`src/rtl/imem_stream_loader_if.sv`:
```
// Bundles the byte-stream handshake, the instruction-memory write port and
// the boot status lines of imem_stream_loader.
//   byte_valid/byte_data -> stream byte from the upstream source
//   byte_ready           <- loader can accept a byte
//   mem_we/addr/wdata    <- one-cycle imem word write
//   core_rst             <- active-high reset held on the core until loaded
//   load_done/load_err   <- sticky status flags
//   word_cnt             <- words written so far (ADDR_W+1 bits)
// modport slave is the loader side, modport master the environment side.
interface imem_stream_loader_if #(
  parameter int unsigned ADDR_W = 12
);
  logic              byte_valid;
  logic [7:0]        byte_data;
  logic              byte_ready;
  logic              mem_we;
  logic [ADDR_W-1:0] mem_addr;
  logic [31:0]       mem_wdata;
  logic              core_rst;
  logic              load_done;
  logic              load_err;
  logic [ADDR_W:0]   word_cnt;

  modport master (
    output byte_valid, byte_data,
    input  byte_ready, mem_we, mem_addr, mem_wdata,
    input  core_rst, load_done, load_err, word_cnt
  );

  modport slave (
    input  byte_valid, byte_data,
    output byte_ready, mem_we, mem_addr, mem_wdata,
    output core_rst, load_done, load_err, word_cnt
  );
endinterface

```
`src/rtl/imem_stream_loader.sv`:
```
// Boot loader: receives a byte stream (4-byte LE word count N, then N LE
// words), writes the words into instruction memory from word 0 and holds
// the core in reset until the image is complete.
//   clk  : system clock, rising edge
//   rst  : synchronous active-high reset
//   bus  : imem_stream_loader_if.slave (stream in, imem write out, status)
module imem_stream_loader #(
  parameter int unsigned MEM_NUM = 4096,
  parameter int unsigned ADDR_W  = 12
) (
  input  logic                 clk,
  input  logic                 rst,
  imem_stream_loader_if.slave  bus
);

  localparam logic [1:0] ST_LEN  = 2'd0;
  localparam logic [1:0] ST_DATA = 2'd1;
  localparam logic [1:0] ST_DONE = 2'd2;
  localparam logic [1:0] ST_ERR  = 2'd3;

  localparam logic [ADDR_W-1:0] IDX_ONE = {{(ADDR_W-1){1'b0}}, 1'b1};
  localparam logic [ADDR_W:0]   CNT_ONE = {{ADDR_W{1'b0}}, 1'b1};

  logic [1:0]        r_state;
  logic [1:0]        r_lane;
  logic [23:0]       r_asm;
  logic [ADDR_W-1:0] r_idx;
  logic [ADDR_W:0]   r_len;
  logic              r_mem_we;
  logic [ADDR_W-1:0] r_mem_addr;
  logic [31:0]       r_mem_wdata;
  logic              r_core_rst;
  logic              r_done;
  logic              r_err;
  logic [ADDR_W:0]   r_word_cnt;

  logic              w_ready;
  logic              w_accept;
  logic [31:0]       w_word;
  logic              w_len_too_big;
  logic              w_last_word;

  assign w_ready  = !rst && (r_state == ST_LEN || r_state == ST_DATA);
  assign w_accept = bus.byte_valid && w_ready;
  // Only lanes 0..2 are registered; lane 3 is the byte on the bus right now.
  assign w_word        = {bus.byte_data, r_asm};
  assign w_len_too_big = w_word > MEM_NUM;
  assign w_last_word   = (r_word_cnt + CNT_ONE) == r_len;

  always_ff @(posedge clk) begin
    if (rst) begin
      r_state     <= ST_LEN;
      r_lane      <= '0;
      r_asm       <= '0;
      r_idx       <= '0;
      r_len       <= '0;
      r_mem_we    <= 1'b0;
      r_mem_addr  <= '0;
      r_mem_wdata <= '0;
      r_core_rst  <= 1'b1;
      r_done      <= 1'b0;
      r_err       <= 1'b0;
      r_word_cnt  <= '0;
    end else begin
      r_mem_we <= 1'b0;

      if (w_accept) begin
        r_lane <= r_lane + 2'd1;
        case (r_lane)
          2'd0:    r_asm[7:0]   <= bus.byte_data;
          2'd1:    r_asm[15:8]  <= bus.byte_data;
          2'd2:    r_asm[23:16] <= bus.byte_data;
          default: ;
        endcase
      end

      case (r_state)
        ST_LEN: begin
          if (w_accept && r_lane == 2'd3) begin
            if (w_len_too_big) begin
              r_state <= ST_ERR;
            end else begin
              // N <= MEM_NUM <= 2^ADDR_W, so ADDR_W+1 bits hold it exactly.
              r_len   <= w_word[ADDR_W:0];
              r_state <= (w_word == 32'd0) ? ST_DONE : ST_DATA;
            end
          end
        end
        ST_DATA: begin
          if (w_accept && r_lane == 2'd3) begin
            r_mem_we    <= 1'b1;
            r_mem_addr  <= r_idx;
            r_mem_wdata <= w_word;
            r_idx       <= r_idx + IDX_ONE;
            r_word_cnt  <= r_word_cnt + CNT_ONE;
            if (w_last_word) r_state <= ST_DONE;
          end
        end
        ST_DONE: begin
          r_done     <= 1'b1;
          r_core_rst <= 1'b0;
        end
        default: begin
          r_err <= 1'b1;
        end
      endcase
    end
  end

  assign bus.byte_ready = w_ready;
  assign bus.mem_we     = r_mem_we;
  assign bus.mem_addr   = r_mem_addr;
  assign bus.mem_wdata  = r_mem_wdata;
  assign bus.core_rst   = r_core_rst;
  assign bus.load_done  = r_done;
  assign bus.load_err   = r_err;
  assign bus.word_cnt   = r_word_cnt;

endmodule

```
`src/flat_wrapper.sv`:
```
// flat-port wrapper written by rule: the top's interface ports become plain ports
module imem_stream_loader_flat 
#(
  parameter int unsigned MEM_NUM = 4096,
  parameter int unsigned ADDR_W  = 12
)
  (clk, rst, bus_byte_valid, bus_byte_data, bus_byte_ready, bus_mem_we, bus_mem_addr, bus_mem_wdata, bus_core_rst, bus_load_done, bus_load_err, bus_word_cnt);
  imem_stream_loader_if #(.ADDR_W(ADDR_W)) bus_i ();
  input  logic clk;
  input  logic rst;
  input wire logic [$bits(bus_i.byte_valid)-1:0] bus_byte_valid;
  input wire logic [$bits(bus_i.byte_data)-1:0] bus_byte_data;
  output wire logic [$bits(bus_i.byte_ready)-1:0] bus_byte_ready;
  output wire logic [$bits(bus_i.mem_we)-1:0] bus_mem_we;
  output wire logic [$bits(bus_i.mem_addr)-1:0] bus_mem_addr;
  output wire logic [$bits(bus_i.mem_wdata)-1:0] bus_mem_wdata;
  output wire logic [$bits(bus_i.core_rst)-1:0] bus_core_rst;
  output wire logic [$bits(bus_i.load_done)-1:0] bus_load_done;
  output wire logic [$bits(bus_i.load_err)-1:0] bus_load_err;
  output wire logic [$bits(bus_i.word_cnt)-1:0] bus_word_cnt;
  assign bus_i.byte_valid = bus_byte_valid;
  assign bus_i.byte_data = bus_byte_data;
  assign bus_byte_ready = bus_i.byte_ready;
  assign bus_mem_we = bus_i.mem_we;
  assign bus_mem_addr = bus_i.mem_addr;
  assign bus_mem_wdata = bus_i.mem_wdata;
  assign bus_core_rst = bus_i.core_rst;
  assign bus_load_done = bus_i.load_done;
  assign bus_load_err = bus_i.load_err;
  assign bus_word_cnt = bus_i.word_cnt;
  imem_stream_loader #(.MEM_NUM(MEM_NUM), .ADDR_W(ADDR_W)) u_core (.clk(clk), .rst(rst), .bus(bus_i));
endmodule
```
`config.mk`:
```
export PLATFORM = sky130hd
export DESIGN_NAME = imem_stream_loader_flat
export DESIGN_NICKNAME = d
export VERILOG_FILES = /design/src/rtl/imem_stream_loader_if.sv /design/src/rtl/imem_stream_loader.sv /design/src/flat_wrapper.sv
export SDC_FILE = /design/constraint.sdc
export NUM_CORES = 1
export LEC_CHECK = 0
export BUFFER_PORTS_ARGS = -buffer_cell sky130_fd_sc_hd__buf_4
export CAP_MARGIN = 20
export CORE_MARGIN = 2
export CORE_UTILIZATION = 42
export DETAILED_ROUTE_END_ITERATION = 6
export HOLD_SLACK_MARGIN = 0.15
export PLACE_DENSITY_LB_ADDON = 0.25
export SYNTH_ARGS = -nofsm -noshare
export SYNTH_HDL_FRONTEND = slang
export SYNTH_SLANG_ARGS = --single-unit
```
`constraint.sdc`:
```
create_clock -name clk -period 1.8 [get_ports clk]
set_input_delay 0 -clock clk [delete_from_list [all_inputs] [get_ports clk]]
set_output_delay 0 -clock clk [all_outputs]
set_load 0.02 [all_outputs]
```
==> results.yml <==
timing:
  worstMarginPinSlew_ns: 0.5509
  hold_violations: 0
  final_hold_slack_ns: 0.3454
  unrepaired_setup_endpoints_after_global_routing: "true"
  timing.final.ws_setup_ns: -0.005250
  max_clock_freq_mhz: 553.9
  tns_ns: -0.005250
  clock-skew-final_ns: 0.005357
  timing.slew.headroom_pct: 63.27
  post-route-min-period_ns: 1.805
  min_period_over_period_pct: 100.3
  pins_over_their_slew_limit: 0
  timing.final.setup_violations: 1
grt:
  number_of_global_route_vias_before_repair: 4033
  grt.overflow.total: 0
  wire_length_of_the_first_global_routing_pass_um: 19610
  grt_max_degree: 114
  number_of_antenna_violations_at_the_first_check_in_global_routing: 0
  grt_usage_pct: 21.23
drt:
  drt.antenna.violating_nets: 0
  first_iter_violations: 187
  detail_route.first_pass.iterations: 4
  finalWirelength_um: 12300
  drt-vias-per-instance: 5.068
  drcViolationCount: 0
  vias: 4161
  routed_wire_length_per_instance_um: 14.98
floorplanning:
  design.portCount: 73
  core_region_area_um2: 10840
  die_area_um2: 11950
  std_cell_rows: 38
  starting_density_of_the_core_pct: 42.98
  die_height_um: 109.3
  die_width_um: 109.3
clock_tree:
  cts.clk_slew.worst_paths_ns: 0.05
  clock-sinks: 114
  cts-root-buf: "sky130_fd_sc_hd__clkbuf_8"
  htreeDepth: 4
  worst_skew_pair_latency_ns: 0.51
  cts_buffer_depth: 2
  tritoncts.num_buffers: 17
  tritoncts_clock_tree: "done"
worst_setup_path:
  critPathCaptureType: "register"
  worst_ep_required_time_ns: 2.17
  regToRegStartpoint: "u_core.bus.word_cnt[1]"
  path_class: "register to register"
  worst_setup_path_start_kind: "register"
  r2r_end: "u_core.r_state[0]"
  reg2reg_slack_ns: -0.005
  top_fanout_value_on_the_critical_path: 5
  worst_reg2reg_path_depth: 7
  crit_arrival_ns: 2.18
logic_synthesis:
  synth.yosys.seq_area_share_pct: 48.98
  mapped_cells: 536
  yosysUniqueCellTypes: 40
  top_ff_cell_synth: "sky130_fd_sc_hd__dfxtp_1"
  synth.top_cells.by_area: "sky130_fd_sc_hd__dfxtp_1 49%, sky130_fd_sc_hd__mux2i_1 8.6%, sky130_fd_sc_hd__nand2_1 8.5%"
  synth_top_cell_area_share_pct: 48.98
  yosys_warnings: 0
  synth-seq-cells: 114
  yosysTopAreaCell: "sky130_fd_sc_hd__dfxtp_1"
  post_synth_edffs: 0
  netlist_area_um2: 4659
  mappedNetlistNets: 553
  async_s_r_ff_share_synth_pct: 0
  syn-mean-instance-area_um2: 8.693
worst_hold_path:
  min_delay_worst_endpoint: "u_core.r_asm[5]"
  worstHoldPathType: "primary input to register"
  min_delay_path_depth: 4
  hold_start: "bus_byte_data[5]"
placed_design:
  port_buffers: 72
  dp.final_hpwl_um: 7924
  gp_congestion: 0.8668
  dpl_cell_area_um2: 5718
run:
  cap_violations: 0
finish:
  finish.instance_area_um2: 6643
  area_delta_synth_final_pct: 42.56
  fin_util_pct: 61.28
  nets: 687
  n_antenna_cell: 0
  post_route_cells_drive_above_1_share_pct: 29.37
status:
  result_of_the_run: "finished, violations left"
  violations_in_the_final_reports: "negative setup slack"
pwr:
  power_density_nw_per_um2: 879.1
  power.leakage_nw: 2.718
  vdd_ir_drop_max_mv: 0.5132
  post-layout-total-power_mw: 5.840
## worst max-delay path by stage
stage / to / start / slack, ns
finish: u_core.r_state[0] / u_core.bus.word_cnt[1] / -0.005
global route: u_core.r_state[0] / u_core.bus.word_cnt[1] / -0.12
CTS: u_core.r_state[0] / u_core.bus.word_cnt[0] / -0.05
detailed placement: u_core.r_state[0] / u_core.bus.word_cnt[0] / -0.13
global placement: u_core.r_state[0] / u_core.bus.word_cnt[1] / -0.09
floorplan: u_core.r_state[0] / u_core.bus.word_cnt[2] / -0.02
## final cells by class
type	count	area (um^2)
multi-input cells	384	2384
flip-flops and latches	114	2302
well taps	140	175.2
repair buffers	146	1219
clock inverters	5	52.55
clock buffers	25	484.2
inverters	7	26.28
fillers	923	4198
## metrics by stage
step | std cells | setup WS (ns)
floorplan | 536 | -0.02270
global placement | 769 | -0.08823
detailed placement | 769 | -0.1321
CTS | 809 | -0.04974
global route | 821 | -0.1207
finish | 821 | -0.005250
## cell usage after synthesis (3+ instances only)
| cell type | number |
|---|---|
| sky130_fd_sc_hd__a21oi_1 | 55 |
| sky130_fd_sc_hd__nand2_1 | 106 |
| sky130_fd_sc_hd__buf_2 | 8 |
| sky130_fd_sc_hd__clkbuf_1 | 23 |
| sky130_fd_sc_hd__and3_1 | 5 |
| sky130_fd_sc_hd__or3_1 | 6 |
| sky130_fd_sc_hd__nor2_1 | 68 |
| sky130_fd_sc_hd__nand4_1 | 8 |
| sky130_fd_sc_hd__dfxtp_1 | 114 |
| sky130_fd_sc_hd__inv_1 | 7 |
| sky130_fd_sc_hd__o21ai_0 | 7 |
| sky130_fd_sc_hd__xor2_1 | 20 |
| sky130_fd_sc_hd__ha_1 | 6 |
| sky130_fd_sc_hd__xnor2_1 | 16 |
| sky130_fd_sc_hd__mux2i_1 | 40 |
| sky130_fd_sc_hd__nor3_1 | 3 |
| sky130_fd_sc_hd__nand3_1 | 11 |
| sky130_fd_sc_hd__nor4_1 | 8 |
## layer usage
layer / vias up / GRT usage (%) / share of wire (%)
li1: 2067 / - / -
met2: 71 / 36.02 / 51
met5: - / 0 / 0
met3: 12 / 4.861 / 3.3
met4: 0 / 8.047 / 1.1
met1: 2011 / 26.17 / 45
## cells in the final DEF (no fill, tap or decap), types with 10 or more instances in the layout
cell type / instances
sky130_fd_sc_hd__dfxtp_1: 102
sky130_fd_sc_hd__clkbuf_16: 17
sky130_fd_sc_hd__nand2_1: 106
sky130_fd_sc_hd__mux2i_1: 40
sky130_fd_sc_hd__dlygate4sd3_1: 10
sky130_fd_sc_hd__a21oi_1: 55
sky130_fd_sc_hd__dfxtp_2: 10
sky130_fd_sc_hd__nor2_1: 65
sky130_fd_sc_hd__buf_4: 126
sky130_fd_sc_hd__xnor2_1: 16
sky130_fd_sc_hd__xor2_1: 20
## state kept, by name, summed over array words and instances, names as in the netlist
| signal | flops |
|---|---|
| u_core.r_state | 2 |
| u_core.bus.load_err | 1 |
| u_core.bus.mem_addr | 12 |
| u_core.r_len | 13 |
| u_core.bus.core_rst | 1 |
| u_core.r_lane | 2 |
| u_core.r_asm | 24 |
| u_core.bus.mem_we | 1 |
| u_core.bus.load_done | 1 |
| u_core.bus.mem_wdata | 32 |
| u_core.r_idx | 12 |
| u_core.bus.word_cnt | 13 |
## cells by family (layout without fill, tap and decap cells)
family                     count (synthesis)  in the layout  synth area share [%]
and+or+nand+nor                          232            232                 22.53
DFF                                      114            114                 48.98
AOI/OAI and AO/OA                         70             70                 8.244
muxes                                     40             40                 8.593
buffers and inverters                     38            183                 3.276
xor gates and xnor gates                  36             36                 6.767
adders and majority gates                  6              6                 1.611
## critical path, stage by stage (launching register included)
cell and delay, ns:
sky130_fd_sc_hd__dfxtp_4 0.38, sky130_fd_sc_hd__ha_4 0.16, sky130_fd_sc_hd__nand3_4 0.11, sky130_fd_sc_hd__nor3_4 0.20, sky130_fd_sc_hd__mux2i_1 0.23, sky130_fd_sc_hd__a22oi_2 0.12
sky130_fd_sc_hd__a2111oi_4 0.35, sky130_fd_sc_hd__a211oi_2 0.11
## where the power goes
part	switching, mW	leakage, nW	internal, mW
clock	1.09	0.264	1.95
combinational	0.128	1.53	0.101
sequential	0.0260	0.926	2.55
## repair_timing
action	4_1_cts	5_1_grt
gates cloned	0	1
setup endpoints to repair	17	20
pin swaps	3	8
hold buffers	10	0
resized for setup	11	20
hold endpoints to repair	43	0
buffers inserted	0	10
Power figures use the tool's default switching activity.
